==> config.mk <==
export PLATFORM = sky130hd
export DESIGN_NAME = avr_boot_loader
export DESIGN_NICKNAME = d
export VERILOG_FILES = /design/src/rtl/avr_boot_loader.sv
export SDC_FILE = /design/constraint.sdc
export NUM_CORES = 1
export LEC_CHECK = 0
export BUFFER_PORTS_ARGS = -buffer_cell sky130_fd_sc_hd__buf_2
export CAP_MARGIN = 20
export CORE_ASPECT_RATIO = 1.1
export CORE_MARGIN = 2
export CORE_UTILIZATION = 55
export DETAILED_ROUTE_END_ITERATION = 16
export PLACE_DENSITY = 0.76
export SLEW_MARGIN = 20
export SYNTH_ARGS = -nofsm -noshare
export SYNTH_HDL_FRONTEND = slang
export SYNTH_SLANG_ARGS = --single-unit
export TNS_END_PERCENT = 5
==> constraint.sdc <==
create_clock -name clk -period 6.5 [get_ports clk]
set_input_delay 0.325 -clock clk [delete_from_list [all_inputs] [get_ports clk]]
set_output_delay 0.325 -clock clk [all_outputs]
set_load 0.02 [all_outputs]
==> src/rtl/avr_boot_loader.sv <==
// -----------------------------------------------------------------------------
// avr_boot_loader
//
// Boot sequencer for avr_cpu. Holds the CPU in reset while a framed program
// image arrives over a byte stream, writes it into program memory as 16-bit
// words, verifies an 8-bit additive checksum and then releases CPU reset.
// A boot_req pulse stops the running CPU and returns to load mode.
//
// Frame: SYNC_BYTE, LEN_LO, LEN_HI, N x {lo, hi}, CSUM
//   CSUM = 8-bit wraparound sum of LEN_LO, LEN_HI and every data byte.
//
// Ports
//   clk         system clock
//   reset       synchronous, active-high reset
//   in_valid    in_data holds a byte
//   in_data     stream byte
//   in_ready    loader accepts a byte this cycle (transfer on valid && ready)
//   boot_req    single-cycle pulse: halt the CPU and reload
//   pmem_wen    program memory write strobe (one cycle per word)
//   pmem_waddr  program memory word address
//   pmem_wdata  program memory word {hi, lo}
//   cpu_reset   drives the avr_cpu reset input
//   busy        a frame is in progress (LEN_LO through HOLD)
//   done        image loaded and CPU running
//   error       last frame failed
// -----------------------------------------------------------------------------
module avr_boot_loader #(
  parameter int          ADDR_BITS  = 12,
  parameter logic [7:0]  SYNC_BYTE  = 8'hA5,
  parameter int          RESET_HOLD = 4
) (
  input  logic                 clk,
  input  logic                 reset,
  input  logic                 in_valid,
  input  logic [7:0]           in_data,
  output logic                 in_ready,
  input  logic                 boot_req,
  output logic                 pmem_wen,
  output logic [ADDR_BITS-1:0] pmem_waddr,
  output logic [15:0]          pmem_wdata,
  output logic                 cpu_reset,
  output logic                 busy,
  output logic                 done,
  output logic                 error
);

  typedef enum logic [3:0] {
    ST_SYNC,
    ST_LEN_LO,
    ST_LEN_HI,
    ST_DATA_LO,
    ST_DATA_HI,
    ST_CSUM,
    ST_HOLD,
    ST_RUN,
    ST_ERROR
  } state_t;

  // Largest legal word count; 17 bits so a 16-bit length never overflows it.
  localparam logic [16:0] MAX_WORDS = 17'(1) << ADDR_BITS;
  localparam int          HOLD_W    = (RESET_HOLD > 1) ? $clog2(RESET_HOLD) : 1;
  localparam logic [HOLD_W-1:0] HOLD_LAST = HOLD_W'(RESET_HOLD - 1);

  state_t                 state;
  logic [15:0]            len;
  logic [7:0]             lo_byte;
  logic [7:0]             sum;
  logic [ADDR_BITS-1:0]   count;
  logic [HOLD_W-1:0]      hold_cnt;

  logic                   accept;
  logic [15:0]            len_in;
  logic [16:0]            count_inc;

  assign in_ready  = !reset && !boot_req && (state != ST_HOLD) && (state != ST_RUN);
  assign accept    = in_valid && in_ready;
  // Full length as it is being completed by the LEN_HI byte.
  assign len_in    = {in_data, len[7:0]};
  // Widened so index+1 == N also works when N == 2^ADDR_BITS.
  assign count_inc = 17'(count) + 17'd1;

  // NOTE: every branch of a combinational block must assign its outputs;
  // the default first keeps this a pure decode with no inferred latch.
  always_comb begin
    busy = 1'b0;
    case (state)
      ST_LEN_LO, ST_LEN_HI, ST_DATA_LO,
      ST_DATA_HI, ST_CSUM, ST_HOLD: busy = 1'b1;
      default:                      busy = 1'b0;
    endcase
  end

  // NOTE: state is updated with non-blocking assignments so every register
  // samples pre-edge values; blocking here would create order-dependent races.
  always_ff @(posedge clk) begin
    if (reset) begin
      state      <= ST_SYNC;
      cpu_reset  <= 1'b1;
      pmem_wen   <= 1'b0;
      pmem_waddr <= '0;
      pmem_wdata <= '0;
      done       <= 1'b0;
      error      <= 1'b0;
      sum        <= '0;
      count      <= '0;
      len        <= '0;
      lo_byte    <= '0;
      hold_cnt   <= '0;
    end else begin
      // Write strobe is a one-cycle pulse unless re-armed below.
      pmem_wen <= 1'b0;

      if (boot_req) begin
        state     <= ST_SYNC;
        cpu_reset <= 1'b1;
        done      <= 1'b0;
        error     <= 1'b0;
        sum       <= '0;
      end else begin
        case (state)
          ST_SYNC: begin
            if (accept && in_data == SYNC_BYTE) begin
              state <= ST_LEN_LO;
              sum   <= '0;
            end
          end

          ST_LEN_LO: begin
            if (accept) begin
              len[7:0] <= in_data;
              sum      <= sum + in_data;
              state    <= ST_LEN_HI;
            end
          end

          ST_LEN_HI: begin
            if (accept) begin
              len[15:8] <= in_data;
              sum       <= sum + in_data;
              count     <= '0;
              if ({1'b0, len_in} > MAX_WORDS) begin
                state <= ST_ERROR;
                error <= 1'b1;
              end else if (len_in == 16'd0) begin
                state <= ST_CSUM;
              end else begin
                state <= ST_DATA_LO;
              end
            end
          end

          ST_DATA_LO: begin
            if (accept) begin
              lo_byte <= in_data;
              sum     <= sum + in_data;
              state   <= ST_DATA_HI;
            end
          end

          ST_DATA_HI: begin
            if (accept) begin
              pmem_wen   <= 1'b1;
              pmem_wdata <= {in_data, lo_byte};
              pmem_waddr <= count;
              count      <= count + ADDR_BITS'(1);
              sum        <= sum + in_data;
              state      <= (count_inc == {1'b0, len}) ? ST_CSUM : ST_DATA_LO;
            end
          end

          ST_CSUM: begin
            if (accept) begin
              if (in_data == sum) begin
                state    <= ST_HOLD;
                hold_cnt <= '0;
              end else begin
                state <= ST_ERROR;
                error <= 1'b1;
              end
            end
          end

          ST_HOLD: begin
            // Release lands exactly RESET_HOLD cycles after the checksum byte.
            if (hold_cnt == HOLD_LAST) begin
              state     <= ST_RUN;
              cpu_reset <= 1'b0;
              done      <= 1'b1;
            end else begin
              hold_cnt <= hold_cnt + HOLD_W'(1);
            end
          end

          ST_RUN: begin
            // CPU runs until boot_req.
          end

          ST_ERROR: begin
            if (accept && in_data == SYNC_BYTE) begin
              state <= ST_LEN_LO;
              error <= 1'b0;
              sum   <= '0;
            end
          end

          default: state <= ST_SYNC;
        endcase
      end
    end
  end

endmodule
==> results.txt <==
outcome -> finished, final reports clean
DIE AREA -> 8330 sq um
via count -> 3813
number of CTS-inserted buffers -> 9
Iter 0 DRT Violations -> 233
hold buffers post-CTS -> 0
Worst EP arrival -> 3410 ps
synth warn -> 0
Max Fclk -> 321 MHz
P&R area growth vs syn -> 11.1%
Syn Area/Cell -> 8.01 sq um
Crit. path cell count -> 7
remaining global-route overflow -> 0
CP Max Fanout -> 31
Post-synth EDFFs -> 0
Routed WL per cell -> 16.6 um
Synth top area share -> 39.2%
dpl hpwl -> 7050 um
most common cell after layout, fill and taps aside -> dfxtp_1
io pins -> 46
DIE WIDTH -> 87.2 um
Worst-Margin Slew -> 941 ps
clk sinks -> 82
CP peak stage delay -> 770 ps
Layout Utilization -> 62.6%
clk buf depth -> 2
Post-Syn Instances -> 523
Synth Register Bits -> 82
crit-path cells -> and3b_1 > nor2_1 > nand2_1 > buf_4 > inv_1 > nand2_1 > a21oi_1
Tot GR Track Use -> 26.1%
diode count -> 0
setup repair after global routing missed its margin -> false
post-CTS resize count -> 0
final hold violations -> 0
pre-CTS setup slack -> 3260 ps
Buf/Inv on CP -> 2
reg2reg path depth -> 7
sequential-to-total area share from yosys stat -> 39.2%
Lkg Pwr -> 0.00170 uW
area leader, netlist -> dfxtp_1
slew margin rel. -> 36.4%
worst min path class -> in -> reg
Fillers -> 664
critical path's slowest cell -> dfxtp_1
Setup crit start kind -> register
CTS tree -> built
CTS Root Cell -> clkbuf_8
GPL Wtd Cong -> 0.880
Synth area leaders -> dfxtp_1 39%, a21oi_1 7.8%, nand2_1 7.2%
# DRC -> 0
Worst path top cell family by delay -> simple AND/OR/NAND/NOR gates
clk_skew -> 7.77 ps
Final Cycle Share -> 48.0%
DRT Pass-1 Iters -> 5
Data required, critical path -> 6790 ps
port bufs -> 45
Distinct cells, synth -> 62
vias per cell -> 6.00
total core area -> 7430 sq um
first-pass GRT wire length -> 16700 um
clk_lat worst skew -> 360 ps
Final ANT Viol Nets -> 0
Power, Total -> 1010 uW
Worst R2R End -> pmem_waddr[1]
final worst slack -> 3380 ps
TNS Setup -> 0 ps
final setup fails -> 0
most frequent CP cell -> nand2_1
initial antenna violation count -> 0
Crit Path Class -> reg -> reg
DIE HEIGHT -> 95.5 um
Max H-tree Level -> 3
Async S/R FF share, synth -> 0%
min cycle time layout -> 3120 ps
worst r2r src -> state[3]
R2R setup slack -> 3380 ps
power density cells -> 217 nW/um^2
vias in the first global route -> 3458
layout cells sized above 1 -> 13.5%
Mapped Nets -> 545
worst setup path start -> state[3]
Worst setup EP type -> register
leading cell types in the layout, fill and taps excluded -> 82 x dfxtp_1, 80 x nand2_1, 65 x a21oi_1
Mapped Area -> 4190 sq um
Max Cap Viol -> 0
Setup Fix Bufs, Post-CTS -> 0
Synth Flop Type -> dfxtp_1
WL final -> 10500 um
# rows -> 33
Max Transition Viols Final -> 0
VDD IR max -> 124 uV
starting density of the core -> 56.3%
nets -> 566
clk slew on worst S/H paths -> 90 ps
largest net degree at the start of global routing -> 70
CP Capture Point -> pmem_waddr[1]
[where the power goes]
part | internal [uW] | switching (uW)
registers | 502 | 0.00233
clock network | 265 | 210
logic | 9.32 | 24.9
[flip-flops by register name, indices dropped and copies added (netlist names), 2 cells and up]
name	flops
state	4
len	16
hold_cnt	2
count	12
sum	8
pmem_waddr	12
lo_byte	8
pmem_wdata	16
[layout make-up]
cell class | count | area (sq um) | share of cell area [%]
multi-input combinational | 397 | 2380 | 51.1
tap | 87 | 109 | 2.34
inverter | 6 | 22.5 | 0.484
clock buffer | 9 | 124 | 2.66
clock inverter | 7 | 133 | 2.85
sequential | 82 | 1640 | 35.3
timing repair buffer | 48 | 248 | 5.32
[worst min-delay path, delay by kind of cell]
| family | cells | cell delay (ps) |
|---|---|---|
| AOI/OAI and AO/OA | 1 | 50 |
| buffers and inverters | 1 | 160 |
| and+or+nand+nor | 1 | 70 |
[cells in the mapped netlist (all sizes together), types with 9 or more instances]
cell type	n
xnor2	16
a22oi	9
o21ai	13
dfxtp	82
mux2i	20
nand2	80
clkbuf	32
nor2	54
nand3	22
nor3	17
ha	9
a21oi	66
[layer usage]
metal	wire (um)	vias up	track usage [%]
met1	4630	1785	32.7
met2	5250	132	44.3
met3	488	14	5.80
li1	-	1882	-
met4	167	0	8.85
met5	0	-	0
[kinds of logic (layout without fill, tap and decap cells)]
group | Yosys count | after routing | synth area share, %
fa+ha+maj | 10 | 10 | 3.17
simple gates | 228 | 228 | 27.2
mux | 21 | 21 | 5.05
flops | 82 | 82 | 39.2
buf+inv | 44 | 70 | 4.18
xor+xnor | 23 | 23 | 4.81
compound gates | 115 | 115 | 16.4
[metrics by stage]
step / instance area [sq um] / hold slack, ps / instances
floorplan: 4190 / 431 / 523
global route: 4650 / 280 / 636
CTS: 4650 / 282 / 636
global placement: 4400 / 432 / 620
finish: 4650 / 296 / 636
detailed placement: 4400 / 435 / 620
[worst min path at each step]
| stage | endpoint | from | cells after the start | slack [ps] |
|---|---|---|---|---|
| 6_report | pmem_wdata[14] | in_data[6] | 3 | 300 |
| 3_5_place_dp | cpu_reset | cpu_reset | 2 | 440 |
| 3_3_place_gp | cpu_reset | cpu_reset | 2 | 430 |
| 2_1_floorplan | pmem_wdata[0] | lo_byte[0] | 2 | 430 |
| 5_1_grt | pmem_wdata[13] | in_data[5] | 3 | 280 |
| 4_1_cts | pmem_wdata[14] | in_data[6] | 3 | 280 |
(Power assumes the default switching activity.)
